**src/rtl/cache_dados.sv**
```systemverilog
// Direct-mapped write-through, no-write-allocate data cache for the MIPS memory stage.
// Optional read hit/miss statistics are built when CACHE_STATS_EN is defined.
module cache_dados #(
  parameter int ADDR_W  = 12,
  parameter int DATA_W  = 32,
  parameter int INDEX_W = 4
) (
  input  logic              clk,
  input  logic              reset,
  input  logic [ADDR_W-1:0] address,
  input  logic [DATA_W-1:0] data,
  input  logic              r_en,
  input  logic              w_en,
  output logic [DATA_W-1:0] saida_cache,
  output logic              stall,
  output logic              mem_req,
  output logic              mem_we,
  output logic [ADDR_W-1:0] mem_addr,
  output logic [DATA_W-1:0] mem_wdata,
  input  logic [DATA_W-1:0] mem_rdata,
  input  logic              mem_ack,
  output logic [15:0]       hit_count,
  output logic [15:0]       miss_count
);
  localparam int TAG_W = ADDR_W - INDEX_W;
  localparam int LINES = 1 << INDEX_W;

  typedef enum logic [1:0] {
    S_IDLE,
    S_RD_MISS,
    S_WR_THRU
  } state_t;

  state_t r_state, w_next;
  logic r_armed;
  logic [LINES-1:0] r_valid;
  logic [TAG_W-1:0] r_tag [LINES];
  logic [DATA_W-1:0] r_data [LINES];

  logic [INDEX_W-1:0] w_idx, w_fill_idx;
  logic [TAG_W-1:0] w_tag, w_fill_tag;
  logic w_rd, w_wr, w_accept, w_hit, w_fill, w_done;

  assign w_idx      = address[INDEX_W-1:0];
  assign w_tag      = address[ADDR_W-1:INDEX_W];
  assign w_fill_idx = mem_addr[INDEX_W-1:0];
  assign w_fill_tag = mem_addr[ADDR_W-1:INDEX_W];
  // both enables low counts as a read; the write is dropped
  assign w_rd     = ~r_en;
  assign w_wr     = r_en & ~w_en;
  assign w_accept = (r_state == S_IDLE) & r_armed & (w_rd | w_wr);
  assign w_hit    = r_valid[w_idx] & (r_tag[w_idx] == w_tag);
  assign w_fill   = (r_state == S_RD_MISS) & mem_ack;
  assign w_done   = (r_state != S_IDLE) & mem_ack;

  always_comb begin
    w_next = r_state;
    unique case (r_state)
      S_IDLE: begin
        if (w_accept && w_wr)
          w_next = S_WR_THRU;
        else if (w_accept && !w_hit)
          w_next = S_RD_MISS;
      end
      S_RD_MISS: if (mem_ack) w_next = S_IDLE;
      S_WR_THRU: if (mem_ack) w_next = S_IDLE;
      default:   w_next = S_IDLE;
    endcase
  end

  always_ff @(posedge clk or posedge reset) begin
    if (reset) r_state <= S_IDLE;
    else       r_state <= w_next;
  end

  // a held-low enable must see both enables high before another access
  always_ff @(posedge clk or posedge reset) begin
    if (reset)             r_armed <= 1'b1;
    else if (r_en && w_en) r_armed <= 1'b1;
    else if (w_accept)     r_armed <= 1'b0;
  end

  always_ff @(posedge clk or posedge reset) begin
    if (reset) begin
      saida_cache <= '0;
      stall       <= 1'b0;
      mem_req     <= 1'b0;
      mem_we      <= 1'b0;
      mem_addr    <= '0;
      mem_wdata   <= '0;
    end else if (w_accept) begin
      if (w_rd && w_hit) begin
        saida_cache <= r_data[w_idx];
      end else begin
        stall    <= 1'b1;
        mem_req  <= 1'b1;
        mem_we   <= w_wr;
        mem_addr <= address;
        if (w_wr) mem_wdata <= data;
      end
    end else if (w_done) begin
      stall   <= 1'b0;
      mem_req <= 1'b0;
      if (r_state == S_RD_MISS) saida_cache <= mem_rdata;
    end
  end

  always_ff @(posedge clk or posedge reset) begin
    if (reset)       r_valid <= '0;
    else if (w_fill) r_valid[w_fill_idx] <= 1'b1;
  end

  // tag and data storage carry no reset; valid bits gate them
  always_ff @(posedge clk) begin
    if (!reset && w_fill) begin
      r_tag[w_fill_idx]  <= w_fill_tag;
      r_data[w_fill_idx] <= mem_rdata;
    end else if (!reset && w_accept && w_wr && w_hit) begin
      r_data[w_idx] <= data;
    end
  end

`ifdef CACHE_STATS_EN
  logic [15:0] r_hits, r_misses;

  always_ff @(posedge clk or posedge reset) begin
    if (reset) begin
      r_hits   <= '0;
      r_misses <= '0;
    end else if (w_accept && w_rd) begin
      if (w_hit) begin
        if (r_hits != 16'hFFFF) r_hits <= r_hits + 16'd1;
      end else begin
        if (r_misses != 16'hFFFF) r_misses <= r_misses + 16'd1;
      end
    end
  end

  assign hit_count  = r_hits;
  assign miss_count = r_misses;
`else
  assign hit_count  = '0;
  assign miss_count = '0;
`endif

endmodule

```
**config.mk**
```make
export PLATFORM = sky130hd
export DESIGN_NAME = cache_dados
export DESIGN_NICKNAME = d
export VERILOG_FILES = /design/src/rtl/cache_dados.sv
export SDC_FILE = /design/constraint.sdc
export NUM_CORES = 1
export LEC_CHECK = 0
export CORE_MARGIN = 4
export CORE_UTILIZATION = 41
export CTS_BUF_LIST = sky130_fd_sc_hd__clkbuf_2 sky130_fd_sc_hd__clkbuf_4 sky130_fd_sc_hd__clkbuf_8
export DETAILED_ROUTE_END_ITERATION = 6
export MAX_ROUTING_LAYER = met4
export PLACE_DENSITY_LB_ADDON = 0.15
export SLEW_MARGIN = 10
export SYNTH_ARGS = -nofsm -noshare
export SYNTH_HDL_FRONTEND = slang
export SYNTH_SLANG_ARGS = --single-unit
```
**constraint.sdc**
```tcl
create_clock -name clk -period 6.07 [get_ports clk]
set_input_delay 0.9105 -clock clk [delete_from_list [all_inputs] [get_ports clk]]
set_output_delay 0.9105 -clock clk [all_outputs]
set_load 0.02 [all_outputs]
```
# Word-level counts from Yosys, hierarchy flattened
# Memory sizes are Yosys's and may differ from the RTL's.
# Index checks and enable logic that the tools add are counted.
# totals
mem_count	2
out_inout_bits	111
word_cells	79
mem_bits_rw	640
reg_bits	97
input_bits	81
# classes
n_reduce_logical	23
n_bitwise	11
muxes	25
n_eq_ne	7
magnitude_cmp	3
# memory_table
name	words	width	rd	rd_ports_with_merged_regs	write_ports	line_no	source
r_data	16	32	1	0	1	38	logic [DATA_W-1:0] r_data [LINES];
r_tag	16	8	1	0	1	37	logic [TAG_W-1:0] r_tag [LINES];
# ops
cell	count
2-to-1 mux 32 bit	5
OR reduction 32 bit	1
bitwise OR 16 bit	1
2-to-1 mux 1 bit	13
< comparator 4 x 5 -> 1 bit (second input constant)	2
logical AND 1 bit	9
equality test 8 bit	1
nonzero test 2 bit	4
bitwise AND 1 bit	6
2-to-1 mux 2 bit	3
AND reduction 2 bit	3
AND reduction 3 bit	2
binary-select mux 1 bit (select 4 bit)	1
demux 1 bit (select 4 bit)	1
>= comparator 4 x 1 -> 1 bit (second input constant)	1
2-to-1 mux 4 bit	1
inequality test 2 x 1 -> 1 bit (second input constant)	2
one-hot mux 2 bit (2 select lines)	1
inequality test 3 x 1 -> 1 bit (second input constant)	1
inverter 1 bit	3
equality test 2 x 1 -> 1 bit (second input constant)	1
equality test 2 bit (second input constant)	1
logical NOT 1 bit	2
logical NOT 2 bit	1
other kinds (3)	3

# Longest topological paths before layout
# logic_depth
depth_word	12
depth_mapped	13
ltp_nobuf	8

# Worst setup path before layout
# No wires, ideal clock.
# synth_timing
kind	input -> register
start	in reset
end	mem r_data[6][0], enable pin
path_slack_ns	0.314
arrival_ns	5.335
path_stages	7
path_cell_list	inv_1 > nand4_1 > nor4_2 > buf_4 > buf_6 > mux2i_1 > nor2_1
# synth_between
elab_chain_cells	9
elab_cells_between_ends	13
cone_classes	7 x mux; 6 x reduce/logical
# synth_rtl
element	line_no	source
start: declaration	9	input logic reset,
logical NOT 1 bit *	115, 118	
logical AND 1 bit (3 in a row)	118	end else if (!reset && w_accept && w_wr && w_hit) begin
2-to-1 mux 1 bit	118	
2-to-1 mux 1 bit	115	if (!reset && w_fill) begin
2-to-1 mux 1 bit (not written as such)	119	r_data[w_idx] <= data;
OR reduction 32 bit (no line)	n/a	
2-to-1 mux 4 bit (no line) or 2-to-1 mux 1 bit (tied branches)	n/a	
end: declaration	38	
# Every way passes the cells marked *; elsewhere a longest branch is shown, timed or not.

# Final worst setup path
# layout_timing
start	in address[2]
end	mem r_data[11][10], enable pin
# layout_between
elab_chain_cells	9
elab_cells_between_ends	12
cone_classes	1 x eq/ne; 7 x mux; 1 x bitwise; 2 x reduce/logical; 1 x memory
# layout_rtl
element	line_no	source
start: declaration	10	input logic [ADDR_W-1:0] address,
memory read (16 x 8 bit) or binary-select mux 1 bit (select 4 bit) (tied branches)	n/a	
equality test 8 bit or 2-to-1 mux 1 bit (tied branches)	52	assign w_hit = r_valid[w_idx] & (r_tag[w_idx] == w_tag);
bitwise AND 1 bit	52	
logical AND 1 bit	118	
2-to-1 mux 1 bit	118	
2-to-1 mux 1 bit	115	
2-to-1 mux 1 bit (not written as such)	119	
OR reduction 32 bit (no line)	n/a	
2-to-1 mux 4 bit (no line) or 2-to-1 mux 1 bit (tied branches)	n/a	
# Parallel ways exist; a longest one is shown, timed or not. The select of a mux whose other input is x is not followed.

==> flow_summary.json <==
{
  "p_int_mw": 9.326,
  "critPathKind": "input port to flip-flop",
  "seqPwrFrac": 0.497,
  "vdd_ir_drop_max_v": 0.0002203,
  "place_congestion": 0.7415,
  "arrival_ns": 4.88,
  "crit_required_ns": 6.46,
  "avgSynthCellArea_um2": 20.36,
  "fin_skew_ns": 0.04085,
  "cp_slowest_cell": "nor2_4",
  "cts_made_buffers": 117,
  "fillCellCount": 5957,
  "grt-ovfl-total": 0,
  "wl_per_cell_um": 25.93,
  "dpl_worst_slack_ns": 0.8492,
  "antenna_found_initial": 2,
  "fin_crit_sh": 0.7397,
  "synth_edf_count": 640,
  "yosysWarnings": 0,
  "placedCellCount": 2527,
  "htree_levels": 3,
  "power.total_mw": 12.74,
  "syn_inst": 1459,
  "r2r-start": "r_tag[2][0]",
  "status": "completed",
  "io_buffer_count": 159,
  "core_mm2": 0.07161,
  "chipHeight_um": 277.2,
  "combPwrFrac": 0.172,
  "first_pass_iters": 4,
  "pin_count": 192,
  "hp-class": "flip-flop to flip-flop",
  "cp_slowest_stage_delay_ns": 0.62,
  "multiInputGateArea_mm2": 0.007712,
  "clk_path_buf_depth": 3,
  "min_path_cells": 1,
  "hp-start": "r_valid[12]",
  "ant_nets": 0,
  "grt_pass1_wl_um": 105600,
  "cts_tree": "built",
  "ys_seq_elements": 737,
  "hold_end": "r_valid[12]",
  "hold_buffers": 0,
  "crit_top_cell": "buf_4",
  "fp.dieW_um": 277.2,
  "cp_max_fo": 34,
  "tightest_slew_ns": 1.179,
  "drt_iter0_drc": 1145,
  "cp_top_family": "simple AND/OR/NAND/NOR gates",
  "startpoint_type": "input port",
  "maxCapViolations": 0,
  "layout-drive-gt1-share": 0.3166,
  "finalHoldViolCount": 0,
  "start_util": 0.4148,
  "cts_resized": 0,
  "fmax_ghz": 0.2227,
  "synthDistinctLibCells": 46,
  "clock_sinks": 737,
  "finalWorstSetupSlack_ns": 1.580,
  "final_cells": 2748,
  "regArea_mm2": 0.02165,
  "cts.clk_slew.worst_paths_ns": 0.06,
  "drv_slew": 0,
  "p_per_area_mw_per_mm2": 363.9,
  "async_reset_ff_frac": 0.1316,
  "fin_crit_ns": 4.490,
  "critPathBufInv": 3,
  "leakage_nw": 11.74,
  "drc": 0,
  "nets": 1779,
  "clk_root_buffer_cell": "clkbuf_8",
  "whs_ns": 0.4713,
  "track_usage": 0.1903,
  "grt_max_degree": 97,
  "relSlewSlack": 0.2097,
  "finalSetupViolations": 0,
  "setup-tns-final_ns": 0,
  "p_switching_mw": 3.419,
  "vias": 14760,
  "synthToLayoutAreaGrowth_pct": 17.90,
  "r2r_end": "r_data[11][10]",
  "pwr-share-clk": 0.331,
  "r2r_slack_ns": 2.11,
  "cts_setup_buffers": 0,
  "wl_um": 71260,
  "crit_chain": "buf_4 > buf_4 > mux4_2 > mux2i_1 > xnor2_1 > o2bb2ai_1 > o2111ai_2 > nor4_1 > o21ai_4 > nor2_4 > buf_12",
  "worstRegToRegCells": 9,
  "p_sw_frac": 0.2682,
  "rows": 98,
  "synthFlopType": "edfxtp_1",
  "dp_hpwl_um": 41240,
  "rsz0062_at_grt": "false",
  "end_kind": "flip-flop",
  "clk_latency_ns": 0.72,
  "syn-cell-area_mm2": 0.02970,
  "synth-seq-area-share": 0.7287,
  "die-area_mm2": 0.07682,
  "vias_per_cell": 5.372,
  "grt_pass1_vias": 15710
}
worst max path at each step:
stage          startpoint             end  slack [ns]  cells past startpoint
5_1_grt        address[2]  r_data[11][10]        1.40                     11
6_report       address[2]  r_data[11][10]        1.58                     11
2_1_floorplan       reset    r_data[6][0]        0.31                      7
3_3_place_gp   address[2]   r_data[11][0]        0.88                     11
4_1_cts        address[2]  r_data[11][10]        1.61                     11
3_5_place_dp   address[2]   r_data[11][6]        0.85                     11
logic make-up (layout without fill, tap and decap cells):
family / Yosys count / in the layout / synth area share
xor gates and xnor gates: 9 / 9 / 0.002654
DFF: 737 / 737 / 0.7287
other: 1 / 33 / 0.0001262
AOI/OAI and AO/OA: 34 / 34 / 0.009098
and+or+nand+nor: 211 / 211 / 0.03088
buffers and inverters: 122 / 429 / 0.02258
adders and majority gates: 2 / 2 / 0.0008423
muxes: 343 / 343 / 0.2051
per-layer routing:
metal / up-vias / part of all wire / routed length [um] / track usage
met5: - / 0 / 0 / -
met1: 7947 / 0.43 / 30800 / 0.2544
met2: 414 / 0.50 / 35780 / 0.3103
li1: 6311 / - / - / -
met4: 0 / 0.017 / 1199 / 0.04637
met3: 90 / 0.049 / 3485 / 0.03018
worst reg2reg max path, cell delays in order, from the launching register on:
cell and delay (ns):
edfxtp_1 0.38, mux4_2 0.47, mux2i_1 0.29, xor2_1 0.20, o2bb2ai_1 0.14, o2111ai_2 0.25, nor4_1 0.61, o21ai_4 0.40
nor2_4 0.65, buf_12 0.24
flip-flops by register name (all words and copies together), names as in the netlist, 2 cells and up:
| signal | flops |
|---|---|
| saida_cache | 32 |
| r_state | 2 |
| mem_wdata | 32 |
| r_valid | 16 |
| r_tag | 128 |
| mem_addr | 12 |
| r_data | 512 |
through the flow:
step	util	area (um^2)
floorplan	-	29820
detailed placement	0.4560	32650
finish	0.4891	35020
CTS	0.4890	35020
global route	0.4891	35020
global placement	0.4560	32650
cell type report:
class | count | share of cell area
multi-input combinational | 631 | 0.2202
clock buffer | 157 | 0.05616
clock inverter | 63 | 0.01143
inverter | 8 | 0.0009289
antenna | 1 | 0.00007145
tap | 950 | 0.03394
sequential | 737 | 0.6181
timing repair buffer | 201 | 0.05913
placed cells by master (no fill, tap or decap), types with 3 or more instances in the layout:
cell type and count:
edfxtp_1 640, mux4_2 192, clkdlybuf4s50_1 155, clkbuf_8 126, nand2_1 107, dfrtp_1 96
mux2_2 75, mux2i_1 36, clkinv_1 36, conb_1 32, nor2_1 31, clkbuf_4 31
buf_4 31, mux2_4 30, clkinv_2 17, o21bai_1 16, nor2_4 16, nor3_1 13
buf_12 13, nor3_2 12, mux2_1 10, nand2b_1 9, xnor2_1 8, inv_1 7
bufinv_16 4, or3_1 3, or2_2 3, nor4_1 3, o21ai_0 3, a21oi_1 3
cell usage after synthesis (9+ instances only):
master / instances / area (um^2)
nand2b_1: 9 / 56.30
mux2_4: 30 / 450.4
nor3_1: 25 / 125.1
buf_4: 38 / 285.3
buf_2: 20 / 100.1
clkbuf_1: 38 / 142.6
nand2_1: 108 / 405.4
o21bai_1: 16 / 120.1
edfxtp_1: 640 / 19220
dfrtp_1: 96 / 2402
mux2_1: 10 / 112.6
mux2i_1: 36 / 360.4
nor2_1: 47 / 176.4
buf_1: 12 / 45.04
mux4_2: 192 / 4324
mux2_2: 75 / 844.6
power by group through the flow:
stage	combinational, mW	clock (mW)	sequential, mW
global placement	2.20	0	6.42
floorplan	0.971	0	6.64
detailed placement	2.22	0	6.43
global route	2.33	4.59	6.38
CTS	2.23	4.34	6.33
finish	2.19	4.22	6.33
Power figures use the tool's default switching activity.
